==> src/rtl/lcd_bus_driver_pkg.sv <==
// Shared definitions for the HD44780 8-bit bus driver: states, word layout, command constants.
package lcd_bus_driver_pkg;

    typedef enum logic [2:0] {
        ST_POR   = 3'd0,
        ST_IDLE  = 3'd1,
        ST_SETUP = 3'd2,
        ST_PULSE = 3'd3,
        ST_HOLD  = 3'd4,
        ST_WAIT  = 3'd5
    } lcd_state_e;

    typedef struct packed {
        logic       rs;
        logic [7:0] db;
    } lcd_word_t;

    localparam logic       RS_CMD    = 1'b0;
    localparam logic       RS_DATA   = 1'b1;
    localparam logic [7:0] LCD_CLEAR = 8'h01;
    localparam logic [7:0] LCD_HOME  = 8'h02;

    function automatic int unsigned cyc_max(input int unsigned a, input int unsigned b);
        return (a > b) ? a : b;
    endfunction

    // Clear and both return-home encodings (0x02 and 0x03) need the long execution wait.
    function automatic logic is_long_wait(input lcd_word_t w);
        return (w.rs == RS_CMD) && ((w.db == LCD_CLEAR) || (w.db == LCD_HOME) || (w.db == 8'h03));
    endfunction

endpackage

==> src/rtl/lcd_bus_driver_delay_cnt.sv <==
// Loadable down-counter that parks at zero; zero_o flags the last cycle of a delay.
module lcd_bus_driver_delay_cnt #(
    parameter int unsigned WIDTH = 8
) (
    input  logic             clock_i,
    input  logic             load,
    input  logic [WIDTH-1:0] value,
    output logic             zero_o
);

    logic [WIDTH-1:0] cnt_q;

    always_ff @(posedge clock_i) begin
        if (load) begin
            cnt_q <= value;
        end else if (cnt_q != '0) begin
            cnt_q <= cnt_q - WIDTH'(1);
        end
    end

    assign zero_o = (cnt_q == '0);

endmodule

==> src/rtl/lcd_bus_driver.sv <==
// HD44780 8-bit write driver: turns each accepted 9-bit word into one timed RS/E/DB bus write.
module lcd_bus_driver
    import lcd_bus_driver_pkg::*;
#(
    parameter int unsigned INIT_WAIT_CYC = 1_500_000,
    parameter int unsigned SETUP_CYC     = 4,
    parameter int unsigned EN_CYC        = 25,
    parameter int unsigned HOLD_CYC      = 2,
    parameter int unsigned CMD_WAIT_CYC  = 4_000,
    parameter int unsigned CLR_WAIT_CYC  = 164_000
) (
    input  logic       clock_i,
    input  logic       rst_i,
    input  logic [8:0] data_i,
    input  logic       valid_i,
    output logic       ready_o,
    output logic       busy_o,
    output logic       lcd_rs_o,
    output logic       lcd_rw_o,
    output logic       lcd_e_o,
    output logic [7:0] lcd_data_o
);

    localparam int unsigned MAX_CYC = cyc_max(cyc_max(cyc_max(INIT_WAIT_CYC, SETUP_CYC),
                                              cyc_max(EN_CYC, HOLD_CYC)),
                                              cyc_max(CMD_WAIT_CYC, CLR_WAIT_CYC));
    localparam int unsigned CNT_W   = $clog2(MAX_CYC + 1);

    lcd_state_e       state_q, state_d;
    lcd_word_t        word;
    logic             accept;
    logic             cnt_load, cnt_zero;
    logic [CNT_W-1:0] cnt_val;
    logic             e_d, rs_d, long_q, long_d;
    logic [7:0]       db_d;

    assign word     = lcd_word_t'(data_i);
    assign lcd_rw_o = 1'b0;

    // The last WAIT cycle doubles as an accept slot so valid-held streams run at the full period.
    assign ready_o = ~rst_i & ((state_q == ST_IDLE) | ((state_q == ST_WAIT) & cnt_zero));
    assign busy_o  = ~ready_o;
    assign accept  = valid_i & ready_o;

    lcd_bus_driver_delay_cnt #(.WIDTH(CNT_W)) u_cnt (
        .clock_i (clock_i),
        .load    (cnt_load),
        .value   (cnt_val),
        .zero_o  (cnt_zero)
    );

    always_ff @(posedge clock_i) begin
        if (rst_i) begin
            state_q    <= ST_POR;
            lcd_e_o    <= 1'b0;
            lcd_rs_o   <= 1'b0;
            lcd_data_o <= 8'h00;
            long_q     <= 1'b0;
        end else begin
            state_q    <= state_d;
            lcd_e_o    <= e_d;
            lcd_rs_o   <= rs_d;
            lcd_data_o <= db_d;
            long_q     <= long_d;
        end
    end

    always_comb begin
        state_d  = state_q;
        cnt_load = 1'b0;
        cnt_val  = '0;
        e_d      = lcd_e_o;
        rs_d     = lcd_rs_o;
        db_d     = lcd_data_o;
        long_d   = long_q;

        case (state_q)
            ST_POR: begin
                if (cnt_zero) state_d = ST_IDLE;
            end
            ST_IDLE: ;
            ST_SETUP: begin
                if (cnt_zero) begin
                    state_d  = ST_PULSE;
                    e_d      = 1'b1;
                    cnt_load = 1'b1;
                    cnt_val  = CNT_W'(EN_CYC - 1);
                end
            end
            ST_PULSE: begin
                if (cnt_zero) begin
                    state_d  = ST_HOLD;
                    e_d      = 1'b0;
                    cnt_load = 1'b1;
                    cnt_val  = CNT_W'(HOLD_CYC - 1);
                end
            end
            ST_HOLD: begin
                if (cnt_zero) begin
                    state_d  = ST_WAIT;
                    cnt_load = 1'b1;
                    cnt_val  = long_q ? CNT_W'(CLR_WAIT_CYC - 1) : CNT_W'(CMD_WAIT_CYC - 1);
                end
            end
            ST_WAIT: begin
                if (cnt_zero) state_d = ST_IDLE;
            end
            default: state_d = ST_POR;
        endcase

        if (accept) begin
            state_d  = ST_SETUP;
            rs_d     = word.rs;
            db_d     = word.db;
            long_d   = is_long_wait(word);
            cnt_load = 1'b1;
            cnt_val  = CNT_W'(SETUP_CYC - 1);
        end

        if (rst_i) begin
            cnt_load = 1'b1;
            cnt_val  = CNT_W'(INIT_WAIT_CYC - 1);
        end
    end

endmodule

==> config.mk <==
export PLATFORM = sky130hd
export DESIGN_NAME = lcd_bus_driver
export DESIGN_NICKNAME = d
export VERILOG_FILES = /design/src/rtl/lcd_bus_driver_pkg.sv /design/src/rtl/lcd_bus_driver_delay_cnt.sv /design/src/rtl/lcd_bus_driver.sv
export SDC_FILE = /design/constraint.sdc
export NUM_CORES = 1
export LEC_CHECK = 0
export CAP_MARGIN = 0
export CORE_MARGIN = 2
export CORE_UTILIZATION = 50
export CTS_CLUSTER_SIZE = 28
export DETAILED_ROUTE_END_ITERATION = 8
export GPL_TIMING_DRIVEN = 0
export PLACE_DENSITY = 0.84
export SYNTH_ARGS = -nofsm -noshare
export SYNTH_HDL_FRONTEND = slang
export SYNTH_HIERARCHICAL = 1
export SYNTH_SLANG_ARGS = --single-unit
==> constraint.sdc <==
create_clock -name clock_i -period 3.29 [get_ports clock_i]
set_input_delay 0.987 -clock clock_i [delete_from_list [all_inputs] [get_ports clock_i]]
set_output_delay 0.987 -clock clock_i [all_outputs]
set_load 0.05 [all_outputs]
==> results.toml <==
[pwr]
vdd_ir_drop_max_mv = 0.2356
pwr_density_cell_nw_per_um2 = 386.2
p_leak_nw = 1.025
total_power_w = 0.001027

[detailed_routing]
drt_first_iter_violations = 102
avgViaCountPerCell = 5.618
wl_um = 4699
drt_pass1_iterations = 5
postRouteAntennaNets = 0
drc_errors = 0
vias = 1764
drt-wirelength-per-cell_um = 14.96

[logic_synthesis]
ys_ff_latch = 35
yosys_warnings = 6
synth-main-ff-cell = "edfxtp_1"
synth_edf_count = 21
syn_area_um2 = 2036
synthCells = 216
yosysSeqAreaShare_pct = 44.74
ys_async_sr_fraction_pct = 0
ys_types = 46
synth.avg_cell_area_um2 = 9.425

[global_routing]
grt-ovfl-total = 0
grt_pass1_vias = 1600
grt_usage_pct = 21.83
grt_first_pass_wirelength_um = 7355
grt_start_max_net_pins = 12
antenna_found_initial = 0

[critical_path]
crit_slowest_cell = "or4_4"
arrival_ns = 2.71
reg2reg_from = "u_cnt/cnt_q[13]$_DFFE_PP_"
crit_fanout = 3
start_kind = "flop"
crit_path_end_kind = "primary output"
crit_chain = "or4_4 -> or3_4 -> nor3_4 -> and2b_2 -> nor4b_4 -> inv_2 -> buf_8"
critPathKind = "flop to primary output"
startpoint = "u_cnt/cnt_q[13]$_DFFE_PP_"
crit_family = "simple AND/OR/NAND/NOR gates"
required_ns = 2.30
path_buf_inv = 2
max_stage_delay_ns = 0.57
rrSetupSlack_ns = 0.10

[floorplan]
top_level_ports = 25
rows = 23
core_area_um2 = 3971
die-width_um = 67.81
start_util_pct = 51.26
die_area_um2 = 4598
die_h_um = 67.81

[sta]
rsz0062_at_grt = "true"
finalSetupViolCount = 2
tns_ns = -0.7934
tightestPinTransition_ns = 0.7653
fmax_mhz = 270.6
holdWs_ns = 0.4927
final_hold_viol_count = 0
final.period_utilization_pct = 112.3
slew_violations = 0
max_slew_margin_pct = 48.58
fin_ws_ns = -0.4056
finalClockSkew_ns = 0.003901
min_period_ns = 3.696

[finish]
antenna_cells = 0
fin_nets = 277
fin_area_um2 = 2659
layout-drive-gt1-share_pct = 20.45
area_delta_synth_final_pct = 30.61

[clocking]
cts_root_buffer = "clkbuf_8"
clock_latency_ns = 0.29
clock-sinks = 35
cts.clk_slew.worst_paths_ns = 0.07
cts_tree = "done"
clk_path_buf_depth = 2
cts_buffers = 5
htree_levels = 2

[placed_design]
io_buffers = 23
gp_congestion = 0.8110
place_area_um2 = 2371
post-dp-hpwl_um = 2945

[flow_run]
max_cap_viol_count = 0

[status]
status = "complete, but fails checks"
violations = "negative setup slack"

[min_path]
worstHoldStart = "long_q$_SDFFE_PP0P_"
hp-class = "flop to flop"
## cells in the final DEF (no fill, tap or decap), types with 2 or more instances in the layout
master           Yosys  layout
clkdlybuf4s50_1      0      21
conb_1               1       5
inv_1                6       5
nor2_1              13      13
buf_4                1      13
nand4_1              5       5
a31oi_1              5       5
buf_2                5       5
a21oi_1              3       3
or3_1                3       3
nor4_1               5       5
nor3_1               5       3
mux2i_1              2       2
or4_1                3       2
nand2_1             30      29
nand3_1              5       5
nor2b_1             13      13
dfxtp_1             14      14
nand2b_1             4       4
xor2_1               8       8
clkbuf_8             0       7
mux2_2               6       6
nand3b_1             2       2
clkbuf_4             0       3
nand2_8              0       2
o31ai_1              3       3
o21ai_0             20      20
edfxtp_1            21      21
ha_1                 2       2
buf_6                0       2
xnor2_1              5       5
mux2_1               3       3
nor3_4               1       2
## area by class of cell
type	count	area, um^2
fill	303	1313
multi-input combinational	170	1170
sequential	35	910.9
timing repair buffer	35	326.6
clock buffer	8	100.1
buffer	10	66.31
tap	50	62.56
inverter	6	22.52
## cells in the mapped netlist, types with 6 or more instances
master     n  area share [%]
dfxtp_1   14              14
inv_1      6             1.1
edfxtp_1  21              31
nand2_1   30             5.5
nor2b_1   13             4.0
xor2_1     8             3.4
nor2_1    13             2.4
o21ai_0   20             4.9
mux2_2     6             3.3
## worst min-delay path, delay by kind of cell, from the launching register on
kind	cells	cell delay, ns
mux	1	0.05
simple gates	1	0.06
flops	1	0.33
## metal layers
layer	wire (um)	GRT usage (%)	up-vias
met5	0	0	-
met4	68	10.25	0
li1	-	-	874
met3	305	5.500	8
met1	2018	26.97	824
met2	2308	35.66	58
## state kept, by name, summed over array words and instances (netlist names)
register	flops
lcd_data_o	8
u_cnt/cnt_q	21
long_q	1
lcd_e_o	1
state_q	3
lcd_rs_o	1
## through the flow
stage / worst slack [ns] / util, % / instances
CTS: -0.3955 / 64.59 / 309
finish: -0.4056 / 66.95 / 314
floorplan: -0.4670 / - / 220
detailed placement: -0.9636 / 59.70 / 293
global placement: -0.9510 / 59.70 / 293
global route: -0.5129 / 66.95 / 314
## logic make-up after synthesis
kind of cell / after synthesis / share of synthesized area, %
compound gates: 37 / 10.70
other cells: 1 / 0.1842
xor+xnor: 13 / 5.593
mux: 11 / 5.962
flops: 35 / 44.74
simple gates: 100 / 27.97
buf+inv: 17 / 3.626
fa+ha+maj: 2 / 1.229
## what timing repair did
item                       CTS  global route
gates resized for setup     24            22
setup endpoints to repair   43            44
hold buffers                 0             0
pin swaps                    4             7
hold endpoints to repair     0             0
setup buffers                7             5
cloned                       1             1
## final timing paths
path / to / cells past startpoint
min reg2reg: long_q$_SDFFE_PP0P_ / 2
min: long_q$_SDFFE_PP0P_ / 2
max: busy_o / 7
max reg2reg: u_cnt/cnt_q[18]$_DFFE_PP_ / 13
## power by group
part           switching (W)  total [W]  internal [W]
clock               0.000157   0.000348      0.000191
combinational      0.0000806   0.000149     0.0000685
sequential         0.0000313   0.000529      0.000498
total               0.000269    0.00103      0.000758
Note: power is estimated with default switching activity, not from simulation.
